--- config.mk ---
export PLATFORM = sky130hd
export DESIGN_NAME = dac_ramp_gen
export DESIGN_NICKNAME = d
export VERILOG_FILES = /design/src/rtl/dac_ramp_gen.sv
export SDC_FILE = /design/constraint.sdc
export NUM_CORES = 1
export LEC_CHECK = 0
export CELL_PAD_IN_SITES_DETAIL_PLACEMENT = 2
export CELL_PAD_IN_SITES_GLOBAL_PLACEMENT = 2
export CORE_MARGIN = 4
export CORE_UTILIZATION = 33
export CTS_CLUSTER_DIAMETER = 40
export DETAILED_ROUTE_END_ITERATION = 7
export PLACE_DENSITY = 0.74
export SYNTH_ARGS = -nofsm -noshare
export SYNTH_HDL_FRONTEND = slang
export SYNTH_SLANG_ARGS = --single-unit
export TNS_END_PERCENT = 10
--- constraint.sdc ---
create_clock -name clk -period 5 [get_ports clk]
set_clock_uncertainty 0.1 [all_clocks]
set_input_delay 0.75 -clock clk [delete_from_list [all_inputs] [get_ports clk]]
set_output_delay 0.75 -clock clk [all_outputs]
set_load 0.005 [all_outputs]
--- src/rtl/dac_ramp_gen.sv ---
// rtl/dac_ramp_gen.sv - setpoint ramp generator feeding the LTC2624 SPI DAC driver
// Optional handshake timeout enabled by defining DAC_RAMP_TIMEOUT_EN.
module dac_ramp_gen #(
   parameter int                DATA_W    = 12,
   parameter int                TICK_DIV  = 1000,
   parameter logic [DATA_W-1:0] INIT_CODE = '0,
   parameter int                BUSY_TO   = 4095
) (
   input  logic              clk,
   input  logic              rst,
   input  logic [DATA_W-1:0] i_target,
   input  logic [DATA_W-1:0] i_step,
   input  logic              i_target_wr,
   input  logic              i_dac_cs,
   output logic [DATA_W-1:0] dac_data,
   output logic              i_dac_start,
   output logic              o_busy,
   output logic              o_at_target,
   output logic              o_timeout
);

   localparam int TW = (TICK_DIV > 1) ? $clog2(TICK_DIV) : 1;

   localparam logic [1:0] S_IDLE      = 2'd0;
   localparam logic [1:0] S_START     = 2'd1;
   localparam logic [1:0] S_WAIT_LOW  = 2'd2;
   localparam logic [1:0] S_WAIT_HIGH = 2'd3;

   logic [TW-1:0]     tick_cnt;
   logic              tick;
   logic [1:0]        state;
   logic [DATA_W-1:0] cur;
   logic [DATA_W-1:0] tgt;
   logic [DATA_W-1:0] step;
   logic              init_pend;
   logic              waiting;
   logic              to_hit;

   logic [DATA_W:0]   cur_x;
   logic [DATA_W:0]   tgt_x;
   logic [DATA_W:0]   step_x;
   logic [DATA_W:0]   diff;
   logic [DATA_W:0]   next_x;
   logic [DATA_W-1:0] next_code;
   logic              unused_next_msb;

   assign tick = (tick_cnt == TW'(TICK_DIV - 1));

   always_ff @(posedge clk or posedge rst) begin
      if (rst) begin
         tick_cnt <= '0;
      end else if (tick) begin
         tick_cnt <= '0;
      end else begin
         tick_cnt <= tick_cnt + 1'b1;
      end
   end

   // One extra bit keeps cur +/- step from wrapping; the clamp to tgt bounds the result.
   always_comb begin
      cur_x  = {1'b0, cur};
      tgt_x  = {1'b0, tgt};
      step_x = {1'b0, step};
      diff   = (tgt_x >= cur_x) ? (tgt_x - cur_x) : (cur_x - tgt_x);
      if ((step_x == '0) || (step_x >= diff)) begin
         next_x = tgt_x;
      end else if (tgt_x > cur_x) begin
         next_x = cur_x + step_x;
      end else begin
         next_x = cur_x - step_x;
      end
   end

   assign next_code       = next_x[DATA_W-1:0];
   assign unused_next_msb = next_x[DATA_W];

   assign waiting = (state == S_WAIT_LOW) || (state == S_WAIT_HIGH);

`ifdef DAC_RAMP_TIMEOUT_EN
   localparam int TOW = (BUSY_TO > 1) ? $clog2(BUSY_TO + 1) : 1;

   logic [TOW-1:0] to_cnt;
   logic           timeout_q;

   assign to_hit = waiting && (to_cnt == TOW'(BUSY_TO - 1));

   always_ff @(posedge clk or posedge rst) begin
      if (rst) begin
         to_cnt    <= '0;
         timeout_q <= 1'b0;
      end else begin
         if (waiting) begin
            to_cnt <= to_cnt + 1'b1;
         end else begin
            to_cnt <= '0;
         end
         if (to_hit) begin
            timeout_q <= 1'b1;
         end else if (i_target_wr) begin
            timeout_q <= 1'b0;
         end
      end
   end

   assign o_timeout = timeout_q;
`else
   logic unused_busy_to;

   assign to_hit         = 1'b0;
   assign o_timeout      = 1'b0;
   assign unused_busy_to = (BUSY_TO != 0);
`endif

   always_ff @(posedge clk or posedge rst) begin
      if (rst) begin
         state     <= S_IDLE;
         dac_data  <= INIT_CODE;
         cur       <= INIT_CODE;
         tgt       <= INIT_CODE;
         step      <= '0;
         init_pend <= 1'b1;
      end else begin
         if (i_target_wr) begin
            tgt  <= i_target;
            step <= i_step;
         end
         case (state)
            S_IDLE: begin
               if (tick && (init_pend || (cur != tgt))) begin
                  dac_data <= init_pend ? INIT_CODE : next_code;
                  state    <= S_START;
               end
            end
            S_START: begin
               state <= S_WAIT_LOW;
            end
            S_WAIT_LOW: begin
               if (to_hit) begin
                  state <= S_IDLE;
               end else if (!i_dac_cs) begin
                  state <= S_WAIT_HIGH;
               end
            end
            S_WAIT_HIGH: begin
               // cur only advances once the driver has actually released cs.
               if (to_hit) begin
                  state <= S_IDLE;
               end else if (i_dac_cs) begin
                  cur       <= dac_data;
                  init_pend <= 1'b0;
                  state     <= S_IDLE;
               end
            end
            default: begin
               state <= S_IDLE;
            end
         endcase
      end
   end

   assign i_dac_start = (state == S_START);
   assign o_busy      = (state != S_IDLE);
   assign o_at_target = (state == S_IDLE) && (cur == tgt) && !init_pend;

endmodule

Word level (Yosys, flattened, before mapping)
Index checks and enable logic that the tools add are counted.
Word-level totals
  bits in registers: 61
  bits of input ports: 28
  output and inout bits: 16
  word-level logic and storage cells: 45
Operators by class
  $add $sub $neg: 5
  magnitude comparators: 3
  equality and inequality tests: 9
  muxes and demuxes: 9
  reduce and logical (&&, ||, !) cells: 12
Operators by type and width (count)
  $mux W12: 3
  $sub A12 B12 Y13: 2
  $ge A12 B13 Y1: 1
  $mux W13: 1
  $add A12 B12 Y12: 1
  $eq A12 B12 Y1: 1
  $ge A12 B12 Y1: 1
  $gt A12 B12 Y1: 1
  $logic_not A12 Y1: 1
  $ne A12 B12 Y1: 1
  $sub A12 B12 Y12: 1
  $add A10 B1 Y10 const B: 1
  $eq A10 B10 Y1 const B: 1
  $mux W10: 1
  $pmux W2 S4: 1
  $mux W2: 3
  $ne A2 B2 Y1 const B: 3
  $eq A2 B2 Y1 const B: 2
  $reduce_and A2 Y1: 2
  $logic_and A1 B1 Y1: 3
  $reduce_and A3 Y1: 1
  $eq A2 B1 Y1 const B: 1
  $logic_not A2 Y1: 1
  $logic_or A1 B1 Y1: 2
  other kinds (2): 2

Logic depth before layout (Yosys ltp)
Gate-level depths: netlist of run 1.
  word-level depth: 6
  gate-level depth with buffers: 23
  gate-level depth less buffers: 20

Worst setup path before layout of run 1
No wires, ideal clock.
  kind: register to register
  start: register cur[1]
  end: register dac_data[5]
  library setup time: 0.069 ns
  arrival time: 4.658 ns
  required time: 4.831 ns
  setup slack: 0.173 ns
  stages on the path, launching flop included: 21
  path buffers: 2
  clock period less this slack: 4.827 ns
  cells stage by stage: dfrtp_1 > inv_1 > ha_1 > nor2b_1 > o31a_1 > o21a_1 > or2_1 > buf_2 > o31ai_1 > o221ai_1 > a21oi_1 > xor2_1 > ha_1 > a21oi_1 > a21oi_1 > a211oi_1 > a31o_2 > o41a_4 > buf_6 > a2111o_1 > nand3_1
On the way
  cells in the longest elaborated chain, start to end: 6
  elaborated cells on any way between the ends: 16
  classes of those cells: add/sub (4); order compare (3); eq/ne (1); mux (4); reduce/logical (4)
Ends and longest elaborated chain
  start: declaration: line 32  | logic [DATA_W-1:0] cur;
  start signal: assignment: line 149  | cur <= dac_data;
  $sub A12 B12 Y13 or $ge A12 B12 Y1 (tied branches): line 64  | diff = (tgt_x >= cur_x) ? (tgt_x - cur_x) : (cur_x - tgt_x);
  $mux W13: line 64
  $ge A12 B13 Y1: line 65  | if ((step_x == '0) || (step_x >= diff)) begin
  $logic_or A1 B1 Y1: line 65
  $mux W12: line 65
  $mux W12: line 130  | dac_data <= init_pend ? INIT_CODE : next_code;
  end signal: assignment: line 130
  end: declaration: line 15  | output logic [DATA_W-1:0] dac_data,
Parallel ways exist; a longest one is shown, timed or not.
A chain may end at the register's enable or synchronous reset.

Worst setup path after layout of run 1
  start: register cur[7]
  end: register dac_data[1]
The elaborated chain is that of the path after synthesis.

==> impl_metrics.yaml, run 1 <==
worst_setup_path:
  end_kind: "register"
  r2r_start: "cur[7]"
  critical_path.max_fanout: 15
  worstPathRequired_ps: 5170
  start_kind: "register"
  setup.worst_path.start: "cur[7]"
  crit_arrival_ps: 4970
  crit_type: "reg2reg"
timing:
  setup-violations-final: 0
  fin_crit_ps: 4800
  finalCritPeriodShare: 0.959
  slew_violations: 0
  max-slew-margin-rel: 0.446
  fmax_ghz: 0.209
  setup_tns_ps: 0
  worst_hold_slack_ps: 384
  worst_slew_pin_slew_ps: 831
  rsz0062_at_grt: "no"
  hold_viol_final: 0
routing:
  avgRoutedWirePerCell_microns: 22.2
  drt-initial-drc-count: 153
  drt-total-wl_mm: 17.0
  drc: 0
  vias_per_cell: 5.54
  num_vias: 4246
  antenna_left: 0
  drt-pass1-iter-count: 4
die:
  fp.dieW_microns: 128
  io_pins: 44
  initial_core_util: 0.340
  rows: 43
  dieArea_sq_um: 16400
  die_h_microns: 128
  core-area_sq_um: 14000
logic_synthesis:
  avgSynthCellArea_sq_um: 9.19
  synth_cell_types: 61
  ys_warn_count: 0
  yosysMostFrequentCell: "dfrtp_1"
  synth_top_family_by_area: "compound AO/OA/AOI/OAI gates"
  yosys.area_share.adder: 0.155
  synth_flop_cell: "dfrtp_1"
  synth_edf_count: 0
  async_flop_share: 1.00
  synth_top_area_frac: 0.316
  synth.area.mux_share: 0.0650
  ys_seq_elements: 61
  synth_fp_nets: 602
  seq_area_frac_synth: 0.321
  synth_compound_area_frac: 0.194
  yosys-top-cells-area: "dfrtp_1, ha_1, mux2_2"
  synthesis.area_sq_um: 4750
  synth_xor_area_frac: 0.0645
  synthSimpleGateAreaFrac: 0.142
  syn_inst: 517
  synthTopCellsByCount: "dfrtp_1, ha_1, inv_1, nand2_1, o21ai_0"
  yosys.area.top_type: "dfrtp_1"
clock_tree:
  cts_buffer_depth: 2
  cts_tree: "yes"
  cts_max_level: 3
  insertion_delay_ps: 340
  postCtsHoldBufs: 0
  cts_buffers: 9
  cts-root-buf: "clkbuf_16"
  cts_sinks: 61
  path_clk_slew_ps: 50
final_layout:
  stdcell_count: 766
  layout-drive-gt1-share: 0.155
  antennaDiodeCount: 0
  register_area_sq_um: 1530
  nets: 666
  post-route-util: 0.420
  nFillCells: 1574
  synthToLayoutAreaGrowth_pct: 23.6
  multiInputGateArea_sq_um: 3010
power:
  internal_power_uw: 1150
  p_per_area_nw_per_um2: 293
  p_leak_uw: 0.00264
  clockPowerShare: 0.368
  power_uw: 1720
  combPwrFrac: 0.316
  ir_drop_mv: 0.153
  swShare: 0.334
  switching_power_uw: 574
  seqPwrFrac: 0.315
global_route:
  grt-ovfl-total: 0
  grt_pass1_vias: 4839
  grt_max_degree: 62
  antenna_found_initial: 0
  grt_pass1_wl_mm: 27.0
  track_usage: 0.214
placed_design:
  port_buffers: 42
  dp_cells: 749
  dp_hpwl_mm: 12.4
  gp_congestion: 0.851
min_path:
  worstHoldStart: "tick_cnt[9]"
  hold_path_class: "reg2reg"
flow_run:
  drv_cap: 0
outcome:
  status: "finished, final reports clean"
## state kept, by name (all words and copies together) (netlist names)
register / cells
cur: 12
dac_data: 12
step: 12
tgt: 12
tick_cnt: 10
state: 2
init_pend: 1
## worst max-delay path, cell delays in order (launching register included)
cell	delay, ps
dfrtp_1	450
inv_1	80
ha_1	350
nand2_1	90
or4_4	570
o211ai_2	100
or2_4	230
buf_4	200
a211o_1	180
a2bb2oi_2	220
nand2_1	100
xnor2_1	140
ha_1	300
nand3_1	70
nor2_1	110
o31ai_1	100
a31o_2	290
o41a_4	480
a2111o_1	460
nand3_1	80
## routing by layer
metal / part of all wire / global-route usage
met2: 0.48 / 0.351
met3: 0.029 / 0.0313
met5: 0 / 0
met4: 0.019 / 0.0643
met1: 0.47 / 0.291
## logic make-up (layout without fill, tap and decap cells)
group | after synthesis | in the layout
fa+ha+maj | 57 | 57
other cells | 1 | 1
simple gates | 136 | 136
buf+inv | 67 | 136
compound gates | 132 | 132
flops | 61 | 61
mux | 28 | 28
xor+xnor | 35 | 35
## layout by cell type (no fill, tap or decap), types with 2 or more instances in the layout
master / instances
ha_2: 4
o21ai_1: 3
o21ai_0: 36
xor2_1: 13
dfrtp_1: 59
o21a_1: 6
and3_1: 2
xnor2_1: 22
mux2_2: 23
nand3_1: 25
nor3_1: 11
a211o_1: 2
nor3b_1: 2
o21ba_2: 2
a31oi_1: 4
o31ai_1: 5
nand2_1: 43
or4_1: 6
ha_1: 50
o221ai_1: 3
or3_1: 6
clkdlybuf4s50_1: 42
nor2b_1: 8
inv_1: 47
nor2_1: 20
clkbuf_1: 4
a21o_1: 8
o211ai_1: 6
o21bai_1: 3
mux2i_1: 5
or2_2: 3
nor4_1: 3
o31a_1: 2
clkbuf_16: 9
fa_1: 3
buf_4: 30
a21oi_1: 24
a2111o_1: 9
## stage by stage
stage	instance area (sq um)	setup slack, ps
2_1_floorplan	4750	173
3_3_place_gp	5530	68.2
3_5_place_dp	5530	-189
4_1_cts	5830	43.5
5_1_grt	5880	14.3
6_report	5880	204
## power groups by stage
stage	Clock (uW)	Combinational, uW	Sequential, uW
detailed placement	0	514	549
global placement	0	487	548
CTS	650	529	541
floorplan	0	348	535
finish	633	543	542
global route	674	595	543
## repair_timing
item,in CTS,in global routing
gates resized for setup,3,11
endpoints found under the setup margin,11,12
buffers inserted,0,1
pin swaps,0,3
gates cloned,0,0
## cell type report
cell class | instances | share of cell area
Sequential cell | 61 | 0.260
Tap cell | 180 | 0.0383
Inverter | 48 | 0.0307
Timing Repair Buffer | 72 | 0.110
Clock inverter | 2 | 0.00596
Clock buffer | 14 | 0.0432
Multi-Input combinational cell | 389 | 0.512
## worst paths after layout
path	endpoint	slack, ps	cells after the start
hold reg to reg	tick_cnt[9]	380	1
hold / removal	tick_cnt[9]	380	1
setup reg to reg	dac_data[1]	200	19
min in group asynchronous	dac_data[3]	890	3
max in group asynchronous	cur[5]	3340	3
setup / recovery	dac_data[1]	200	19
No activity file was read; power rests on OpenSTA's default activity.
==> run 2, diff against run 1 <==
SKIP_CTS_REPAIR_TIMING = 1   (was unset)
==> impl_metrics.yaml, run 2 (synthesized netlist as in run 1, its figures left out) <==
worst_setup_path:
  rr_worst_depth: 19
  worstPathRequired_ps: 5170
  crit_arrival_ps: 4980
  start_kind: "register"
  crit_type: "reg2reg"
  r2r_start: "cur[7]"
  setup.worst_path.start: "cur[7]"
  end_kind: "register"
  critical_path.max_fanout: 15
routing:
  num_vias: 4208
  vias_per_cell: 5.49
  drt-initial-drc-count: 187
  drt-total-wl_mm: 16.6
  antenna_left: 0
  avgRoutedWirePerCell_microns: 21.7
  drt-pass1-iter-count: 4
  drc: 0
timing:
  fin_crit_ps: 4800
  setup-violations-final: 0
  max-slew-margin-rel: 0.440
  slew_violations: 0
  finalCritPeriodShare: 0.961
  hold_viol_final: 0
  worst_slew_pin_slew_ps: 839
  worst_hold_slack_ps: 384
  rsz0062_at_grt: "no"
  fmax_ghz: 0.208
power:
  ir_drop_mv: 0.160
  p_per_area_nw_per_um2: 291
  p_leak_uw: 0.00264
  power_uw: 1710
die:
  die_h_microns: 128
  core-area_sq_um: 14000
  initial_core_util: 0.340
  rows: 43
  dieArea_sq_um: 16400
  fp.dieW_microns: 128
  io_pins: 44
placed_design:
  dp_hpwl_mm: 12.4
  gp_congestion: 0.851
  place_area_sq_um: 5530
  port_buffers: 42
min_path:
  hold_depth: 1
  worstHoldStart: "tick_cnt[9]"
  hold_path_class: "reg2reg"
clock_tree:
  cts_buffers: 9
  cts-root-buf: "clkbuf_16"
  cts_max_level: 3
  cts_sinks: 61
  cts_tree: "yes"
  path_clk_slew_ps: 50
  insertion_delay_ps: 340
  cts_buffer_depth: 2
global_route:
  grt_pass1_wl_mm: 27.0
  grt_max_degree: 62
  grt_pass1_vias: 4841
  grt-ovfl-total: 0
  track_usage: 0.214
  antenna_found_initial: 0
final_layout:
  antennaDiodeCount: 0
  fin_area_sq_um: 5880
  layout-drive-gt1-share: 0.155
  final_cell_mix: "dfrtp_1, ha_1, inv_1, nand2_1, clkdlybuf4s50_1"
  nFillCells: 1587
  final_common_cell: "dfrtp_1"
  nets: 666
  synthToLayoutAreaGrowth_pct: 23.6
flow_run:
  drv_cap: 0
outcome:
  status: "finished, final reports clean"
==> run 2: cell counts in the layout (fill, tap and decap cells not counted) <==
Identical to the previous run, type by type.
==> run 2: routing by layer <==
metal,share of wire,wire length (microns),track usage,vias to the layer above
li1,-,-,-,1976
met1,0.48,7880,0.292,2151
met3,0.028,468,0.0313,23
met4,0.020,330,0.0643,0
met5,0,0,0,-
met2,0.48,7910,0.350,58
==> run 2: final timing paths <==
check	end	slack, ps
setup / recovery	dac_data[1]	200
hold / removal	tick_cnt[9]	380
setup reg to reg	dac_data[1]	200
hold reg to reg	tick_cnt[9]	380
max in group asynchronous	cur[5]	3330
min in group asynchronous	dac_data[3]	900
==> run 2: critical path: stages, from the launching register on <==
cell and delay (ps):
dfrtp_1 450, inv_1 80, ha_1 360, nand2_1 90
or4_4 570, o211ai_2 100, or2_4 230, buf_4 200
a211o_1 190, a2bb2oi_2 220, nand2_1 90, xnor2_1 140
ha_1 300, nand3_1 70, nor2_1 110, o31ai_1 100
a31o_2 290, o41a_4 480, a2111o_1 460, nand3_1 80
==> run 2: cell type report <==
type	count	area [sq um]	share of cell area
sequential	61	1530	0.260
multi-input combinational	389	3010	0.512
inverter	48	180	0.0307
tap	180	225	0.0383
clock buffer	14	254	0.0432
clock inverter	2	35.0	0.00596
timing repair buffer	72	646	0.110
==> run 2: where the power goes <==
part | leakage [uW] | switching, uW | internal (uW)
sequential | 0.000786 | 29.4 | 512
combinational | 0.00172 | 306 | 233
clock | 0.000141 | 232 | 400
==> run 2: metrics by stage <==
stage          utilization  instances  TNS, ps  worst slack [ps]
5_1_grt              0.420        766        0              12.0
3_5_place_dp         0.395        749    -1700              -189
3_3_place_gp         0.395        749        0              68.2
2_1_floorplan            -        517        0               173
6_report             0.420        766        0               196
4_1_cts              0.416        765    -2030              -214
